===== config.mk =====
export PLATFORM = sky130hd
export DESIGN_NAME = jk_updown_counter_flat
export DESIGN_NICKNAME = d
export VERILOG_FILES = /design/src/rtl/jk_updown_counter_pkg.sv /design/src/rtl/jk_updown_counter_if.sv /design/src/rtl/jk_updown_counter_cell.sv /design/src/rtl/jk_updown_counter.sv /design/src/flat_wrapper.sv
export SDC_FILE = /design/constraint.sdc
export NUM_CORES = 1
export LEC_CHECK = 0
export ABC_AREA = 1
export BUFFER_PORTS_ARGS = -buffer_cell sky130_fd_sc_hd__buf_4
export CORE_AREA = 2 2 39 41
export CTS_BUF_LIST = sky130_fd_sc_hd__clkbuf_4
export DETAILED_ROUTE_END_ITERATION = 7
export DIE_AREA = 0 0 41 43
export PLACE_DENSITY = 0.52
export SETUP_SLACK_MARGIN = 0.2
export SLEW_MARGIN = 20
export SYNTH_ARGS = -nofsm -noshare
export SYNTH_HDL_FRONTEND = slang
export SYNTH_SLANG_ARGS = --single-unit

===== constraint.sdc =====
create_clock -name clk -period 1.5 [get_ports clk]
set_clock_uncertainty 0.2 [all_clocks]
set_input_delay 0.375 -clock clk [delete_from_list [all_inputs] [get_ports clk]]
set_output_delay 0.375 -clock clk [all_outputs]
set_load 0.05 [all_outputs]

===== src/rtl/jk_updown_counter_pkg.sv =====
// Shared constants and helpers for the JK-flip-flop based up/down counter.
package jk_counter_pkg;

    localparam int DEFAULT_WIDTH = 4;

    localparam logic DIR_UP   = 1'b1;
    localparam logic DIR_DOWN = 1'b0;

    // Clamp a parallel-load value to the programmed modulus (widest legal counter is 16 bits).
    function automatic logic [15:0] sat_load(input logic [15:0] d, input logic [15:0] max);
        return (d > max) ? max : d;
    endfunction

endpackage


===== src/rtl/jk_updown_counter_if.sv =====
// Control/status bundle between the counter and whatever drives it.
interface jk_updown_counter_if
    import jk_counter_pkg::*;
#(
    parameter int WIDTH = DEFAULT_WIDTH
);
    logic             en;
    logic             up_dn;
    logic             load;
    logic [WIDTH-1:0] d;
    logic [WIDTH-1:0] q;
    logic             tc;

    modport master (output en, output up_dn, output load, output d, input q, input tc);
    modport slave  (input en, input up_dn, input load, input d, output q, output tc);
endinterface


===== src/rtl/jk_updown_counter_cell.sv =====
// Single JK flip-flop: 00 hold, 01 reset, 10 set, 11 toggle; async active-low clear.
module jk_cell (
    input  logic clk,
    input  logic rst,
    input  logic i_j,
    input  logic i_k,
    output logic o_q
);
    logic r_q;

    always_ff @(posedge clk or negedge rst) begin
        if (!rst) begin
            r_q <= 1'b0;
        end else begin
            case ({i_j, i_k})
                2'b01:   r_q <= 1'b0;
                2'b10:   r_q <= 1'b1;
                2'b11:   r_q <= ~r_q;
                default: r_q <= r_q;
            endcase
        end
    end

    assign o_q = r_q;
endmodule


===== src/rtl/jk_updown_counter.sv =====
// Modulo up/down counter whose state lives entirely in JK cells; this level only
// computes the per-cell J/K drive and the combinational terminal-count flag.
module jk_updown_counter
    import jk_counter_pkg::*;
#(
    parameter int WIDTH     = DEFAULT_WIDTH,
    parameter int MAX_COUNT = 2**WIDTH - 1
) (
    input  logic                clk,
    input  logic                rst,
    jk_updown_counter_if.slave  bus
);
    localparam logic [WIDTH-1:0] MAX_Q = WIDTH'(MAX_COUNT);

    logic [WIDTH-1:0] w_q;
    logic [WIDTH-1:0] w_next_q;
    logic [WIDTH-1:0] w_t;
    logic [WIDTH-1:0] w_j;
    logic [WIDTH-1:0] w_k;
    logic             w_at_max;
    logic             w_at_zero;

    assign w_at_max  = (w_q == MAX_Q);
    assign w_at_zero = (w_q == '0);

    // d and up_dn are only looked at on the branch that uses them, so unknowns there cannot reach a cell while holding.
    always_comb begin
        w_next_q = w_q;
        w_t      = '0;
        w_j      = '0;
        w_k      = '0;
        if (bus.load) begin
            w_next_q = WIDTH'(sat_load(16'(bus.d), 16'(MAX_Q)));
            w_j      = w_next_q;
            w_k      = ~w_next_q;
        end else if (bus.en) begin
            if (bus.up_dn == DIR_UP) begin
                w_next_q = w_at_max ? '0 : w_q + 1'b1;
            end else begin
                w_next_q = w_at_zero ? MAX_Q : w_q - 1'b1;
            end
            w_t = w_q ^ w_next_q;
            w_j = w_t;
            w_k = w_t;
        end
    end

    for (genvar i = 0; i < WIDTH; i++) begin : g_cell
        jk_cell u_cell (
            .clk (clk),
            .rst (rst),
            .i_j (w_j[i]),
            .i_k (w_k[i]),
            .o_q (w_q[i])
        );
    end

    assign bus.q  = w_q;
    assign bus.tc = bus.en & ~bus.load &
                    ((bus.up_dn & w_at_max) | (~bus.up_dn & w_at_zero));
endmodule


===== src/flat_wrapper.sv =====
// flat-port wrapper written by rule: the top's interface ports become plain ports
module jk_updown_counter_flat import jk_counter_pkg::*;
#(
    parameter int WIDTH     = DEFAULT_WIDTH,
    parameter int MAX_COUNT = 2**WIDTH - 1
)
  (clk, rst, bus_en, bus_up_dn, bus_load, bus_d, bus_q, bus_tc);
  jk_updown_counter_if #(.WIDTH(WIDTH)) bus_i ();
  input  logic clk;
  input  logic rst;
  input wire logic [$bits(bus_i.en)-1:0] bus_en;
  input wire logic [$bits(bus_i.up_dn)-1:0] bus_up_dn;
  input wire logic [$bits(bus_i.load)-1:0] bus_load;
  input wire logic [$bits(bus_i.d)-1:0] bus_d;
  output wire logic [$bits(bus_i.q)-1:0] bus_q;
  output wire logic [$bits(bus_i.tc)-1:0] bus_tc;
  assign bus_i.en = bus_en;
  assign bus_i.up_dn = bus_up_dn;
  assign bus_i.load = bus_load;
  assign bus_i.d = bus_d;
  assign bus_q = bus_i.q;
  assign bus_tc = bus_i.tc;
  jk_updown_counter #(.WIDTH(WIDTH), .MAX_COUNT(MAX_COUNT)) u_core (.clk(clk), .rst(rst), .bus(bus_i));
endmodule

==> metrics.yaml <==
route:
  post-route-drc-count: 0
  dr.first_iter.drc_count: 7
  routed_wirelength_mm: 1.36
  detail_route.wl_per_cell_um: 12.2
  detailroute.via_count: 519
  avgViaCountPerCell: 4.63
  antenna_left: 0
  detailedRoute.firstPassIterationCount: 3
placed_design:
  dp.cells: 100
  preCtsSetupSlack_ns: -0.289
  gp_routability_congestion: 0.760
  hpwl_um: 818
  placed_area_um2: 581
  port-buffer-count: 13
critical_path:
  cp_slowest_cell: "dfrtp_1"
  cp_cell_sequence: "inv_2, ha_4, nand4_1, a21oi_4, buf_6"
  worstPathRequired_ns: 0.92
  rr_endpoint: "u_core.g_cell[0].u_cell.o_q$_DFFE_PN0P_"
  setup.worst_path.start: "u_core.g_cell[1].u_cell.o_q$_DFFE_PN0P_"
  end_kind: "output port"
  worst-setup-path-type: "flop to output port"
  critical_path.max_stage_delay_ns: 0.41
  ff2ff_path_depth: 8
  reg2reg_from: "u_core.g_cell[1].u_cell.o_q$_DFFE_PN0P_"
  timing.critical_path.from_type: "flop"
  worst_path_maximum_fanout: 4
  setup.reg_to_reg.worst_slack_ns: -0.13
  critical_path_end: "bus_tc"
  arrival_time_of_data_at_the_critical_path_endpoint_ns: 1.41
sta:
  worstMarginPinSlew_ns: 0.231
  max_slew_vio_count: 0
  grt_setup_unrepaired: "true"
  hold_violations: 0
  period_minus_slack_ns: 1.99
  timing.final.crit_share_pct: 133
  max_slew_margin_vs_limit_pct: 84.6
  setup-violations-final: 7
  finalWorstSetupSlack_ns: -0.488
  peak_clock_frequency_supported_by_timing_mhz: 503
  tns_ns: -0.889
grt:
  grt_first_pass_wirelength_mm: 2.00
  globalRouteMet3Util_pct: 0.524
  grt.busiest_layer: "met2"
  fraction_of_met1_tracks_used_by_global_routing_pct: 16.2
  antenna_found_initial: 0
  first_global_vias: 524
  grt_util_met2_pct: 30.0
  grt_start_max_net_pins: 7
  grt-ovfl-total: 0
  grt_util_all_layers_pct: 17.1
hold_path:
  hold_path.startpoint: "bus_d[0]"
  hold_class: "input pin to flop"
cells_and_area:
  layoutNonFillerInstCount: 112
  drive_gt1_share_pct: 60.4
  area_growth_syn_to_layout_pct: 112
  commonest_non_fill_non_tap_cell_in_the_layout: "buf_4"
  final_design_area_no_fill_um2: 793
  largest_register_ff_count: 4
  layout.core_utilization_pct: 57.3
  fillCellCount: 124
  antenna-diode-count: 0
  nNetsFinal: 109
  layout.cells.most_common_list: "buf_4, nand2_1, buf_6, inv_2, nand3_1"
floorplan:
  die_area_um2: 1760
  core_area_um2: 1380
  core.rowCount: 14
  vertical_die_dimension_um: 43
  dieWidth_um: 41
  io-pin-count: 14
  start_util_pct: 27.0
pwr:
  p_int_uw: 370
  pwr-share-clk_pct: 22.6
  seqPwrFrac_pct: 23.2
  switching_power_uw: 225
  total_power_divided_by_cell_area_nw_per_um2: 750
  leak_pwr_uw: 0.000394
  power_switching_share_pct: 37.7
  comb_power_share_pct: 54.1
  vdd_drop_max_v: 0.000475
synthesis:
  largest_family_of_logic_cells_by_synthesized_area: "simple AND/OR/NAND/NOR gates"
  synth_area_um2: 374
  synth-simple-area-share_pct: 39.1
  postSynthRegisterBits: 4
  yosys.area_share.xor_xnor_pct: 0
  yosysSeqAreaShare_pct: 26.8
  synth_area_per_cell_um2: 6.13
  synth-compound-area-share_pct: 11.4
  synth.net_count: 72
  synth-warning-count: 0
  yosysUniqueCellTypes: 13
  post_synth_mux_area_share_pct: 0
  syn_inst: 61
  synth-adder-area-share_pct: 6.69
clocking:
  htree_levels: 1
  numCtsBuffers: 3
  clock-root-buffer: "clkbuf_4"
  path_clk_slew_ns: 0.04
  tritoncts_clock_tree: "built"
  clock_latency_at_the_later_pin_of_the_worst_skew_pair_ns: 0.24
  cts_buffer_depth: 2
  cts_sinks: 4
run:
  max_cap_viol_count: 0
outcome:
  failed_checks: "setup timing"
  result_of_the_run: "finished with violations"
==> worst min path at each step <==
stage,to,slack (ns),depth (start not counted)
6_report,u_core.g_cell[0].u_cell.o_q$_DFFE_PN0P_,0.14,3
5_1_grt,u_core.g_cell[0].u_cell.o_q$_DFFE_PN0P_,0.15,3
4_1_cts,u_core.g_cell[0].u_cell.o_q$_DFFE_PN0P_,0.13,3
3_5_place_dp,u_core.g_cell[3].u_cell.o_q$_DFFE_PN0P_,-0.03,1
3_3_place_gp,u_core.g_cell[2].u_cell.o_q$_DFFE_PN0P_,-0.03,1
2_1_floorplan,u_core.g_cell[0].u_cell.o_q$_DFFE_PN0P_,-0.12,0
==> cell type report <==
type                            instances  area, um2  share of cell area, %
Inverter                                8       30.0                   3.79
Clock buffer                            3       22.5                   2.84
Timing Repair Buffer                   36        325                   41.0
Sequential cell                         4        101                   12.8
Tap cell                               16       20.0                   2.52
Multi-Input combinational cell         45        294                   37.1
==> worst max-delay path: cells and delay by family, from the launching register on <==
| kind | cells | cell delay (ns) |
|---|---|---|
| and+or+nand+nor | 1 | 0.20 |
| adders and majority gates | 1 | 0.14 |
| buffers and inverters | 2 | 0.25 |
| AOI/OAI and AO/OA | 1 | 0.18 |
| DFF | 1 | 0.41 |
==> cell usage after synthesis <==
| cell | number | area, um2 |
|---|---|---|
| a21boi_1 | 1 | 7.51 |
| a21oi_1 | 5 | 25.0 |
| buf_4 | 4 | 30.0 |
| dfrtp_1 | 4 | 100 |
| ha_1 | 2 | 25.0 |
| inv_1 | 5 | 18.8 |
| inv_2 | 3 | 11.3 |
| nand2_1 | 21 | 78.8 |
| nand3_1 | 8 | 40.0 |
| nand4_1 | 2 | 12.5 |
| nor2_1 | 4 | 15.0 |
| o21ai_0 | 1 | 5.00 |
| o21ai_1 | 1 | 5.00 |
==> per-layer routing <==
| metal | part of all wire, % | up-vias |
|---|---|---|
| met5 | 0 | - |
| met4 | 5.3 | 0 |
| met3 | 3.0 | 6 |
| met2 | 56 | 15 |
| met1 | 35 | 234 |
| li1 | - | 264 |
==> metrics by stage <==
step	total power [uW]	hold slack, ns
floorplan	271	-0.121
global placement	361	-0.0290
detailed placement	360	-0.0273
CTS	550	0.133
global route	629	0.152
finish	595	0.144
==> cell families (layout without fill, tap and decap cells) <==
| kind of cell | count (synthesis) | count (layout) |
|---|---|---|
| buffers and inverters | 12 | 47 |
| and+or+nand+nor | 35 | 35 |
| adders and majority gates | 2 | 2 |
| DFF | 4 | 4 |
| AOI/OAI and AO/OA | 8 | 8 |
==> power by group through the flow <==
stage	registers (uW)	logic, uW	clock network, uW
detailed placement	133	227	0
finish	138	322	135
global route	140	347	142
floorplan	134	137	0
global placement	133	227	0
CTS	134	276	139
==> repair_timing <==
item / 4_1_cts / 5_1_grt
endpoints found under the setup margin: 9 / 9
buffers inserted: 4 / 4
pin swaps: 10 / 7
gates resized for setup: 19 / 15
endpoints found under the hold margin: 4 / 0
hold buffers: 1 / 0
(Power assumes the default switching activity.)
